`src/rtl/serial_tx_framer.sv`:
```
// ---------------------------------------------------------------------------
// serial_tx_framer
//
// Byte-to-serial framer feeding a UART-style receiver: start bit 0, eight data
// bits LSB first, optional odd parity bit, STOP_BITS stop bits at 1, idle 1.
// Bytes arrive over a valid/ready handshake into a small FIFO. Frames are sent
// back-to-back, with no idle gap, for as long as bytes are queued.
//
// Optional feature macro: SERIAL_TX_PARITY_EN
//   defined   -> one odd-parity bit (~^data) between D7 and the first stop bit
//   undefined -> frame is start + 8 data + STOP_BITS stop bits
//
// Parameters:
//   FIFO_DEPTH  byte FIFO entries, power of two, 2..16
//   STOP_BITS   stop bits per frame, 1 or 2
//
// Ports:
//   clk         rising-edge clock
//   reset       asynchronous active-high reset; drops queued and in-flight bytes
//   in_byte     byte to transmit
//   in_valid    in_byte is valid
//   in_ready    FIFO can accept (combinational, fifo_count != FIFO_DEPTH)
//   out         registered serial line, idle high
//   busy        registered, high while a frame is being driven
//   fifo_count  bytes queued, excluding the byte in flight
// ---------------------------------------------------------------------------
module serial_tx_framer #(
  parameter int FIFO_DEPTH = 4,
  parameter int STOP_BITS  = 1
) (
  input  logic                          clk,
  input  logic                          reset,
  input  logic [7:0]                    in_byte,
  input  logic                          in_valid,
  output logic                          in_ready,
  output logic                          out,
  output logic                          busy,
  output logic [$clog2(FIFO_DEPTH):0]   fifo_count
);

  localparam int PW = $clog2(FIFO_DEPTH);
  localparam int CW = PW + 1;

  localparam logic [CW-1:0] CNT_ZERO  = {CW{1'b0}};
  localparam logic [CW-1:0] CNT_ONE   = CW'(1'b1);
  localparam logic [CW-1:0] CNT_FULL  = CW'(FIFO_DEPTH);
  localparam logic [PW-1:0] PTR_ZERO  = {PW{1'b0}};
  localparam logic [PW-1:0] PTR_ONE   = PW'(1'b1);
  localparam logic [1:0]    STOP_LAST = 2'(STOP_BITS - 1);

  localparam logic [2:0] ST_IDLE   = 3'd0;
  localparam logic [2:0] ST_START  = 3'd1;
  localparam logic [2:0] ST_DATA   = 3'd2;
  localparam logic [2:0] ST_STOP   = 3'd3;
`ifdef SERIAL_TX_PARITY_EN
  localparam logic [2:0] ST_PARITY = 3'd4;

  // Odd parity: the data bits plus this bit always hold an odd number of ones.
  function automatic logic odd_parity(input logic [7:0] data);
    return ~^data;
  endfunction
`endif

  // FIFO storage and bookkeeping
  logic [7:0]    mem_r [FIFO_DEPTH];
  logic [PW-1:0] wr_ptr_r;
  logic [PW-1:0] rd_ptr_r;
  logic [CW-1:0] count_r;

  // Frame engine state
  logic [2:0]    state_r;
  logic [7:0]    shift_r;
  logic [2:0]    bit_idx_r;
  logic [1:0]    stop_cnt_r;
  logic          out_r;
  logic          busy_r;
`ifdef SERIAL_TX_PARITY_EN
  logic [7:0]    data_r;
`endif

  // Next-state values
  logic [2:0]    state_s;
  logic [7:0]    shift_s;
  logic [2:0]    bit_idx_s;
  logic [1:0]    stop_cnt_s;
  logic          out_s;

  // Handshake / pop decisions
  logic          in_ready_s;
  logic          push_s;
  logic          pop_s;
  logic          last_stop_s;
  logic          nonempty_s;
  logic [7:0]    head_s;

  // FIFO status, handshake and pop decisions for the current cycle
  always_comb begin
    in_ready_s  = (count_r != CNT_FULL);
    nonempty_s  = (count_r != CNT_ZERO);
    push_s      = in_valid & in_ready_s;
    last_stop_s = (state_r == ST_STOP) && (stop_cnt_r == STOP_LAST);
    head_s      = mem_r[rd_ptr_r];
    // A byte is popped either from idle or on the final stop cycle, which is
    // what makes consecutive frames abut without an idle bit.
    if (nonempty_s && ((state_r == ST_IDLE) || last_stop_s)) begin
      pop_s = 1'b1;
    end else begin
      pop_s = 1'b0;
    end
  end

  // Frame sequencing: next state, next line level and shift register
  always_comb begin
    state_s    = state_r;
    shift_s    = shift_r;
    bit_idx_s  = bit_idx_r;
    stop_cnt_s = stop_cnt_r;
    out_s      = out_r;
    case (state_r)
      ST_IDLE: begin
        if (pop_s) begin
          state_s = ST_START;
          shift_s = head_s;
          out_s   = 1'b0;
        end else begin
          out_s   = 1'b1;
        end
      end
      ST_START: begin
        state_s   = ST_DATA;
        out_s     = shift_r[0];
        shift_s   = {1'b0, shift_r[7:1]};
        bit_idx_s = 3'd0;
      end
      ST_DATA: begin
        // bit_idx_r counts data cycles already on the line; the line holds
        // D7 while bit_idx_r == 7.
        if (bit_idx_r == 3'd7) begin
`ifdef SERIAL_TX_PARITY_EN
          state_s    = ST_PARITY;
          out_s      = odd_parity(data_r);
`else
          state_s    = ST_STOP;
          out_s      = 1'b1;
          stop_cnt_s = 2'd0;
`endif
        end else begin
          out_s     = shift_r[0];
          shift_s   = {1'b0, shift_r[7:1]};
          bit_idx_s = bit_idx_r + 3'd1;
        end
      end
`ifdef SERIAL_TX_PARITY_EN
      ST_PARITY: begin
        state_s    = ST_STOP;
        out_s      = 1'b1;
        stop_cnt_s = 2'd0;
      end
`endif
      ST_STOP: begin
        if (last_stop_s) begin
          if (pop_s) begin
            state_s = ST_START;
            shift_s = head_s;
            out_s   = 1'b0;
          end else begin
            state_s = ST_IDLE;
            out_s   = 1'b1;
          end
        end else begin
          out_s      = 1'b1;
          stop_cnt_s = stop_cnt_r + 2'd1;
        end
      end
      default: begin
        state_s = ST_IDLE;
        out_s   = 1'b1;
      end
    endcase
  end

  // Frame engine registers; reset drops the frame and parks the line high
  always_ff @(posedge clk or posedge reset) begin
    if (reset) begin
      state_r    <= ST_IDLE;
      shift_r    <= 8'h00;
      bit_idx_r  <= 3'd0;
      stop_cnt_r <= 2'd0;
      out_r      <= 1'b1;
      busy_r     <= 1'b0;
    end else begin
      state_r    <= state_s;
      shift_r    <= shift_s;
      bit_idx_r  <= bit_idx_s;
      stop_cnt_r <= stop_cnt_s;
      out_r      <= out_s;
      busy_r     <= (state_s != ST_IDLE);
    end
  end

`ifdef SERIAL_TX_PARITY_EN
  // Full copy of the byte in flight, needed for parity after shifting
  always_ff @(posedge clk or posedge reset) begin
    if (reset) begin
      data_r <= 8'h00;
    end else if (pop_s) begin
      data_r <= head_s;
    end else begin
      data_r <= data_r;
    end
  end
`endif

  // FIFO storage write port
  always_ff @(posedge clk or posedge reset) begin
    if (reset) begin
      for (int i = 0; i < FIFO_DEPTH; i++) begin
        mem_r[i] <= 8'h00;
      end
    end else if (push_s) begin
      mem_r[wr_ptr_r] <= in_byte;
    end
  end

  // FIFO pointers; power-of-two depth makes wrap a natural overflow
  always_ff @(posedge clk or posedge reset) begin
    if (reset) begin
      wr_ptr_r <= PTR_ZERO;
      rd_ptr_r <= PTR_ZERO;
    end else begin
      if (push_s) begin
        wr_ptr_r <= wr_ptr_r + PTR_ONE;
      end
      if (pop_s) begin
        rd_ptr_r <= rd_ptr_r + PTR_ONE;
      end
    end
  end

  // FIFO occupancy; simultaneous push and pop leaves it unchanged
  always_ff @(posedge clk or posedge reset) begin
    if (reset) begin
      count_r <= CNT_ZERO;
    end else begin
      case ({push_s, pop_s})
        2'b10:   count_r <= count_r + CNT_ONE;
        2'b01:   count_r <= count_r - CNT_ONE;
        default: count_r <= count_r;
      endcase
    end
  end

  assign in_ready   = in_ready_s;
  assign out        = out_r;
  assign busy       = busy_r;
  assign fifo_count = count_r;

endmodule

```
`config.mk`:
```
export PLATFORM = sky130hd
export DESIGN_NAME = serial_tx_framer
export DESIGN_NICKNAME = d
export VERILOG_FILES = /design/src/rtl/serial_tx_framer.sv
export SDC_FILE = /design/constraint.sdc
export NUM_CORES = 1
export LEC_CHECK = 0
export ABC_AREA = 1
export BUFFER_PORTS_ARGS = -buffer_cell sky130_fd_sc_hd__buf_4
export CAP_MARGIN = 10
export CELL_PAD_IN_SITES_DETAIL_PLACEMENT = 1
export CELL_PAD_IN_SITES_GLOBAL_PLACEMENT = 2
export CORE_MARGIN = 1
export CORE_UTILIZATION = 35
export CTS_BUF_LIST = sky130_fd_sc_hd__clkbuf_2 sky130_fd_sc_hd__clkbuf_4 sky130_fd_sc_hd__clkbuf_8
export DETAILED_ROUTE_END_ITERATION = 6
export PLACE_DENSITY_LB_ADDON = 0.25
export SLEW_MARGIN = 5
export SYNTH_ARGS = -nofsm -noshare
export SYNTH_HDL_FRONTEND = slang
export SYNTH_SLANG_ARGS = --single-unit
export TNS_END_PERCENT = 50
```
`constraint.sdc`:
```
create_clock -name clk -period 2 [get_ports clk]
set_input_delay 0.1 -clock clk [delete_from_list [all_inputs] [get_ports clk]]
set_output_delay 0.1 -clock clk [all_outputs]
set_load 0.005 [all_outputs]
```
* Word level (Yosys, flattened, before mapping) *
Cells that the tools add are included.
W data, S select, Z words.

cells by class
  add/subtract/negate cells = 6
  eq/ne operators = 11
  bitwise gates (word level) = 3
  reductions and logical operators = 15
  muxes and demuxes = 26
  magnitude comparators = 3

operators by type and width
  cell                   number
  $mux W8                6
  $bwmux W32             1
  $pmux W8 S4            1
  $bmux W8 S2            1
  $demux W8 S2           1
  $mux W3                4
  $pmux W3 S2            2
  $pmux W3 S4            1
  $ne A2 B2 Y1 const B   4
  $add A2 B1 Y2 const B  3
  $add A3 B1 Y3 const B  2
  $eq A3 B2 Y1 const B   2
  $ge A3 B3 Y1 const B   2
  $not A2 Y3             2
  $reduce_and A3 Y1      2
  $reduce_bool A2 Y1     3
  $reduce_bool A3 Y1     2
  $mux W1                5
  $mux W2                2
  $pmux W1 S4            1
  $pmux W2 S2            1
  $reduce_bool A4 Y1     1
  $eq A3 B1 Y1 const B   1
  $eq A3 B3 Y1 const B   1
  11 further kinds       13

storage, ports and cells
  bits of input ports = 11
  bits in registers = 57

* Depth between registers and ports, before layout *
Gate-level depths: netlist of run 1.

  word-level depth = 9
  gate-level depth with buffers = 11

* Least setup slack after synthesis of run 1 *
Ideal clock, no wire load.

  path type = reg2reg
  from = register stop_cnt_r[0]
  to = register count_r[2] (netlist: fifo_count[2])
  data arrival time = 1.793 ns
  buffers on the path = 0
  clock period less this slack = 1.924 ns
  setup time = 0.131 ns
  setup slack = 0.076 ns
  stages on the path, launching flop included = 12
  cells stage by stage = dfrtp_1 -> inv_1 -> ha_1 -> nand4_1 -> nand2_2 -> nand2_4 -> inv_1 -> ha_1 -> fa_1 -> a21oi_1 -> o21ai_0 -> xor2_1

on the way
  longest elaborated chain between the ends = 7
  elaborated cells on any way between the ends = 9
  classes of those cells = eq/ne: 2; mux: 2; reduce/logical: 5

RTL lines
  what                                               line  RTL
  from (decl)                                        74    logic [1:0] stop_cnt_r;
  from (signal assigned)                             195   stop_cnt_r <= stop_cnt_s;
  $logic_not A2 Y1 (*)                               101   last_stop_s = (state_r == ST_STOP) && (stop_cnt_r == STOP_LAST);
  $logic_and A1 B1 Y1 (*)                            101
  $logic_or A1 B1 Y1 (*)                             105   if (nonempty_s && ((state_r == ST_IDLE) || last_stop_s)) begin
  $logic_and A1 B1 Y1 (*)                            105
  $mux W1 (*)                                        105
  via pop_s                                          91    logic pop_s;
  $eq A2 B1 Y1 or $eq A2 B2 Y1 (tied branches)       245   case ({push_s, pop_s})
  $pmux W3 S2 or $reduce_bool A2 Y1 (tied branches)  --
  to (signal assigned)                               246   2'b10: count_r <= count_r + CNT_ONE;
  to (signal assigned)                               247   2'b01: count_r <= count_r - CNT_ONE;
  to (signal assigned)                               248   default: count_r <= count_r;
  to (decl)                                          68    logic [CW-1:0] count_r;

The timed path passes the listed nets; every way through them passes the cells marked *.
A chain may end at the register's enable or synchronous reset.

* Worst setup path in the final report of run 1 *
Ends and elaborated chain as after synthesis.

==> results of run 1 <==
## worst min-delay path, cell delays in order
cell,delay (ps)
buf_4,70
inv_1,70
o21ai_2,130
## synthesized netlist by cell type (2+ instances only)
library cell	instances	area, um^2
dfrtp_1	56	1400
o21ai_1	25	125
buf_4	2	15.0
nand3_2	3	30.0
o21ai_0	3	15.0
inv_2	4	15.0
nand2_8	2	40.0
inv_6	2	17.5
xor2_1	3	26.3
nand2_1	123	462
ha_1	8	100
nand4_1	3	18.8
buf_6	8	90.1
nand3_1	27	135
a21oi_1	2	10.0
nand2_4	8	90.1
inv_1	49	184
o21ai_2	8	70.1
nand2_2	3	18.8
## layer usage
metal	vias to the layer above	wire [um]
met4	0	109
met2	22	3330
met5	-	0
met1	1080	3050
li1	1145	-
met3	9	161
## flip-flops by register name (all words and copies together), names as in the netlist
register and count:
stop_cnt_r 2, rd_ptr_r 2, shift_r 8, wr_ptr_r 2, busy 1, fifo_count 3
out 1, bit_idx_r 3, mem_r 32, state_r 3
## timing repair
item                                   in CTS  in global routing
hold buffers                                1                  0
endpoints found under the hold margin      21                  0
buffers inserted                            0                  0
pin swaps                                   0                  2
setup endpoints to repair                   1                  2
gates resized for setup                     2                  7
## report_power, final
| group | internal (W) | total (W) | switching [W] | leakage [nW] |
|---|---|---|---|---|
| registers | 0.00166 | 0.00192 | 0.000267 | 0.715 |
| logic | 0.000975 | 0.00253 | 0.00155 | 1.03 |
| clock network | 0.000618 | 0.00110 | 0.000484 | 0.0987 |
## layout make-up
class | instances | area share, %
tap | 105 | 3.81
multi-input combinational | 228 | 36.6
inverter | 57 | 6.72
clock inverter | 5 | 1.60
sequential | 57 | 41.4
clock buffer | 11 | 4.21
timing repair buffer | 24 | 5.66
## kinds of logic (layout without fill, tap and decap cells)
group	count (synthesis)	in the layout	share of synthesized area [%]
flip-flops	57	57	47.6
AO/OA/AOI/OAI	41	41	8.09
adder cells (fa/ha/maj)	9	9	4.00
XOR/XNOR	4	4	1.17
buffers and inverters	67	97	11.2
multiplexers	1	1	0.334
AND/OR/NAND/NOR	172	172	27.5
other	1	1	0.125
## through the flow
step                total power [W]  setup WS (ps)  cell area, um^2  TNS (ps)  std cells
global placement            0.00436           51.0             3210         0        470
floorplan                   0.00385           76.0             3000         0        352
CTS                         0.00561           49.0             3420         0        487
finish                      0.00555            133             3450         0        487
global route                0.00610           9.31             3450         0        487
detailed placement          0.00446          -18.4             3210     -18.4        470
## final timing paths
| kind | from | endpoint | slack, ps | cells after the start |
|---|---|---|---|---|
| max | stop_cnt_r[0] | fifo_count[2] | 130 | 11 |
| min | in_byte[6] | mem_r[14] | 60 | 3 |
| max reg2reg | stop_cnt_r[0] | fifo_count[2] | 130 | 11 |
| min reg2reg | mem_r[5] | mem_r[5] | 480 | 2 |
| max in group asynchronous | reset | out | 1010 | 4 |
| min in group asynchronous | reset | fifo_count[2] | 360 | 3 |
==> results.toml, run 1 <==
[clocking]
clock_path_buffers = 2
clk_pin_slew_ps = 70
htree_levels = 3
numCtsBuffers = 9
cts_root_buf = "clkbuf_8"
cts_tree = "yes"
cts.sink_count = 57
worst_skew_pair.late_latency_ps = 340

[global_routing]
track_usage_pct = 17.4
grt.overflow.total = 0
use_met1_pct = 21.7
antenna_found_initial = 0
use_met2_pct = 29.3
grt.busiest_layer = "met2"
first_global_vias = 2325
grt_max_degree = 37
met3_usage_pct = 3.14
grt_pass1_wl_mm = 11.6

[cells_and_area]
seq_area_um2 = 1430
final_cell_mix = "123 x nand2_1, 56 x dfrtp_1, 46 x inv_1"
multiInputGateArea_um2 = 1260
mostFrequentLayoutCell = "nand2_1"
fin_util_pct = 41.7
drive_gt1_share_pct = 21.5
diodes = 0
final.fill_count = 1009
area_delta_synth_final_pct = 14.9
nNetsFinal = 397

[worst_setup_path]
crit_buf_inv = 2
timing.critical_path.mode_cell = "inv_2"
crit_type = "reg2reg"
cp.required_ps = 2220
cp_max_fo = 3
cp-end-kind = "flip-flop"
cpPeakStageDelay_ps = 380
cp_top_family = "adder cells"
cp_slowest_cell = "fa_2"
startpoint_type = "flip-flop"
cp.arrival_ps = 2090
crit_chain = "inv_2 > ha_2 > nand4_1 > nand2_2 > nand2_4 > inv_2 > ha_4 > fa_2 > a21oi_2 > o21ai_2 > xor2_1"

[sta]
hold_slack_ps = 61.1
setup_violations = 0
worstMarginPinSlew_ps = 508
finalHoldViolCount = 0
period_needed_ps = 1870
rsz0062_at_grt = "no"
fmax_mhz = 536
max_slew_margin_pct = 66.1
clock_skew_ps = 7.17
drv_slew = 0
timing.final.crit_share_pct = 93.3

[status]
outcome = "finished, final reports clean"

[floorplan]
die_area_um2 = 8950
core_area_um2 = 8260
die_w_um = 94.6
row_count = 33
ioPinCount = 17
initial_core_util_pct = 36.3
die_y_um = 94.6

[place]
place_congestion = 0.669
hpwlAfterDp_mm = 4.52
place.port_buffers = 16

[power_and_ir_drop]
p_per_area_nw_per_um2 = 1610
leakage_nw = 1.84
ir_drop_v = 0.000474

[flow_run]
maxCapViolCount = 0

[synthesis]
yosys_warnings = 0
synth_cell_types = 32
synth_edf_count = 0
synthesis.area_um2 = 3000
synth_seq_area_share_pct = 47.6
synth_top_flop_cell = "dfrtp_1"
syn_nets = 372
async_flop_share_pct = 100
ys_ff_latch = 57
synth_area_per_cell_um2 = 8.52
synth_cells = 352

[route]
wirelength_mm = 6.66
firstDrtPassIters = 4
vias_per_cell = 4.63
drt_iter0_drc = 65
drc = 0
vias = 2256
ant_nets = 0
post_drt_wl_per_cell_um = 13.7

[min_path]
hp-class = "in2reg"
Note: power is estimated with default switching activity, not from simulation.
==> inputs of run 2 (changes only) <==
GPL_TIMING_DRIVEN = 0   (was not set)
==> run 2 against run 1 <==
Against the previous run:
- global-route usage rose by 0.69 points
- clock power is 4% lower
- worst setup slack got worse by 21 ps
- utilization increased by 1.0 points
- die area did not move
- critical endpoint unchanged
- largest power group unchanged
==> results.toml, run 2 (synthesized netlist as in run 1, its figures left out) <==
[status]
outcome = "finished, final reports clean"

[global_routing]
grt_max_degree = 37
grt.overflow.total = 0
grt_pass1_wl_mm = 11.9
antenna_found_initial = 0
first_global_vias = 2348
track_usage_pct = 18.1

[cells_and_area]
seq_area_um2 = 1430
final_cell_mix = "123 x nand2_1, 55 x dfrtp_1, 46 x inv_1"
largest_register_ff_count = 32
drive_gt1_share_pct = 23.4
diodes = 0
finish.instance_area_um2 = 3530
nNetsFinal = 404
multiInputGateArea_um2 = 1270
top_register = "mem_r"
reg.largest.list = "mem_r: 32 flops, shift_r: 8 flops"
final.fill_count = 1014
area_delta_synth_final_pct = 17.7
mostFrequentLayoutCell = "nand2_1"

[worst_setup_path]
crit_type = "reg2reg"
r2r_start = "stop_cnt_r[0]"
cp_max_fo = 3
cp-end-kind = "flip-flop"
rr_worst_depth = 11
r2r-end = "fifo_count[2]"
cp.required_ps = 2220
r2r_slack_ps = 110
startpoint_type = "flip-flop"
cp.arrival_ps = 2110

[place]
place.port_buffers = 16
post_dp_cell_area_um2 = 3270
pre_cts_slack_ps = -138
place_congestion = 0.699
hpwlAfterDp_mm = 4.80

[route]
ant_nets = 0
firstDrtPassIters = 4
post_drt_wl_per_cell_um = 14.0
drt_iter0_drc = 65
drc = 0
vias_per_cell = 4.59
wirelength_mm = 6.92
vias = 2266

[power_and_ir_drop]
switching_power_w = 0.00234
intPower_w = 0.00332
seq_power_share_pct = 34.4
p_comb_share_pct = 46.9
leakage_nw = 1.89
ir_drop_v = 0.000471
power.share.switching_pct = 41.4
p_clk_share_pct = 18.7
p_per_area_nw_per_um2 = 1600

[floorplan]
core_area_um2 = 8260
die_area_um2 = 8950
die_w_um = 94.6
ioPinCount = 17
row_count = 33
initial_core_util_pct = 36.3
die_y_um = 94.6

[clocking]
clk_pin_slew_ps = 70
cts_root_buf = "clkbuf_8"
cts.sink_count = 57
htree_levels = 3
clock_path_buffers = 2
cts_tree = "yes"
numCtsBuffers = 9
worst_skew_pair.late_latency_ps = 330

[sta]
timing.final.crit_share_pct = 94.4
setup_violations = 0
worstMarginPinSlew_ps = 512
period_needed_ps = 1890
worst_slack_ps = 112
fmax_mhz = 530
finalHoldViolCount = 0
clock_skew_ps = 4.72
max_slew_margin_pct = 65.8
drv_slew = 0

[min_path]
hp-class = "in2reg"
min_from = "in_byte[1]"
min_path_cells = 3
worstHoldEndpoint = "mem_r[17]"

[flow_run]
maxCapViolCount = 0
## run 2: metal layers
metal | wire length [um] | vias to the layer above | global-route usage (%)
li1 | - | 1154 | -
met1 | 3350 | 1082 | 23.4
met2 | 3280 | 21 | 29.9
met3 | 165 | 9 | 3.38
met4 | 122 | 0 | 7.20
met5 | 0 | - | 0
## run 2: worst max-delay path, stage by stage (launching register included)
cell     delay [ps]
dfrtp_1         340
inv_2            50
ha_2            170
nand4_1         100
nand2_2          70
nand2_4          70
inv_2            50
ha_4            170
fa_2            380
a21oi_2         150
o21ai_2          80
xor2_1          140
## run 2: worst max path at each step
stage,from,endpoint,cells after the start
after global placement,reset,mem_r[25],2
after detailed placement,fifo_count[0],fifo_count[2],9
final,stop_cnt_r[0],fifo_count[2],11
after CTS,stop_cnt_r[0],fifo_count[2],11
after global routing,stop_cnt_r[0],fifo_count[2],11
after floorplan,stop_cnt_r[0],fifo_count[2],11
## run 2: power groups by stage
stage / logic (W) / registers, W / clock network, W
final: 0.00266 / 0.00194 / 0.00106
after global routing: 0.00305 / 0.00201 / 0.00114
after CTS: 0.00263 / 0.00195 / 0.00110
after global placement: 0.00252 / 0.00195 / 0
after floorplan: 0.00194 / 0.00190 / 0
after detailed placement: 0.00260 / 0.00196 / 0
## run 2: what timing repair did
action / CTS / global route
cloned: 0 / 0
hold endpoints to repair: 21 / 0
endpoints found under the setup margin: 1 / 2
hold buffers: 1 / 0
setup buffers: 1 / 2
pin swaps: 1 / 4
gates resized for setup: 2 / 9
## run 2: metrics by stage
stage	instances	hold WS (ps)	total power (W)	util, %	TNS (ps)
6_report	494	68.3	0.00566	42.8	0
5_1_grt	494	82.2	0.00621	42.8	-2.09
4_1_cts	492	54.3	0.00568	42.2	0
3_5_place_dp	474	173	0.00456	39.6	-138
3_3_place_gp	473	408	0.00447	39.4	-22110
2_1_floorplan	352	297	0.00385	-	0
## run 2: layout make-up
cell class                 count  area share, %
buffer                        10           2.98
clock buffer                  14           5.28
clock inverter                 2          0.283
inverter                      57           6.55
multi-input combinational    228           35.8
sequential                    57           40.5
tap                          105           3.72
timing repair buffer          21           4.89
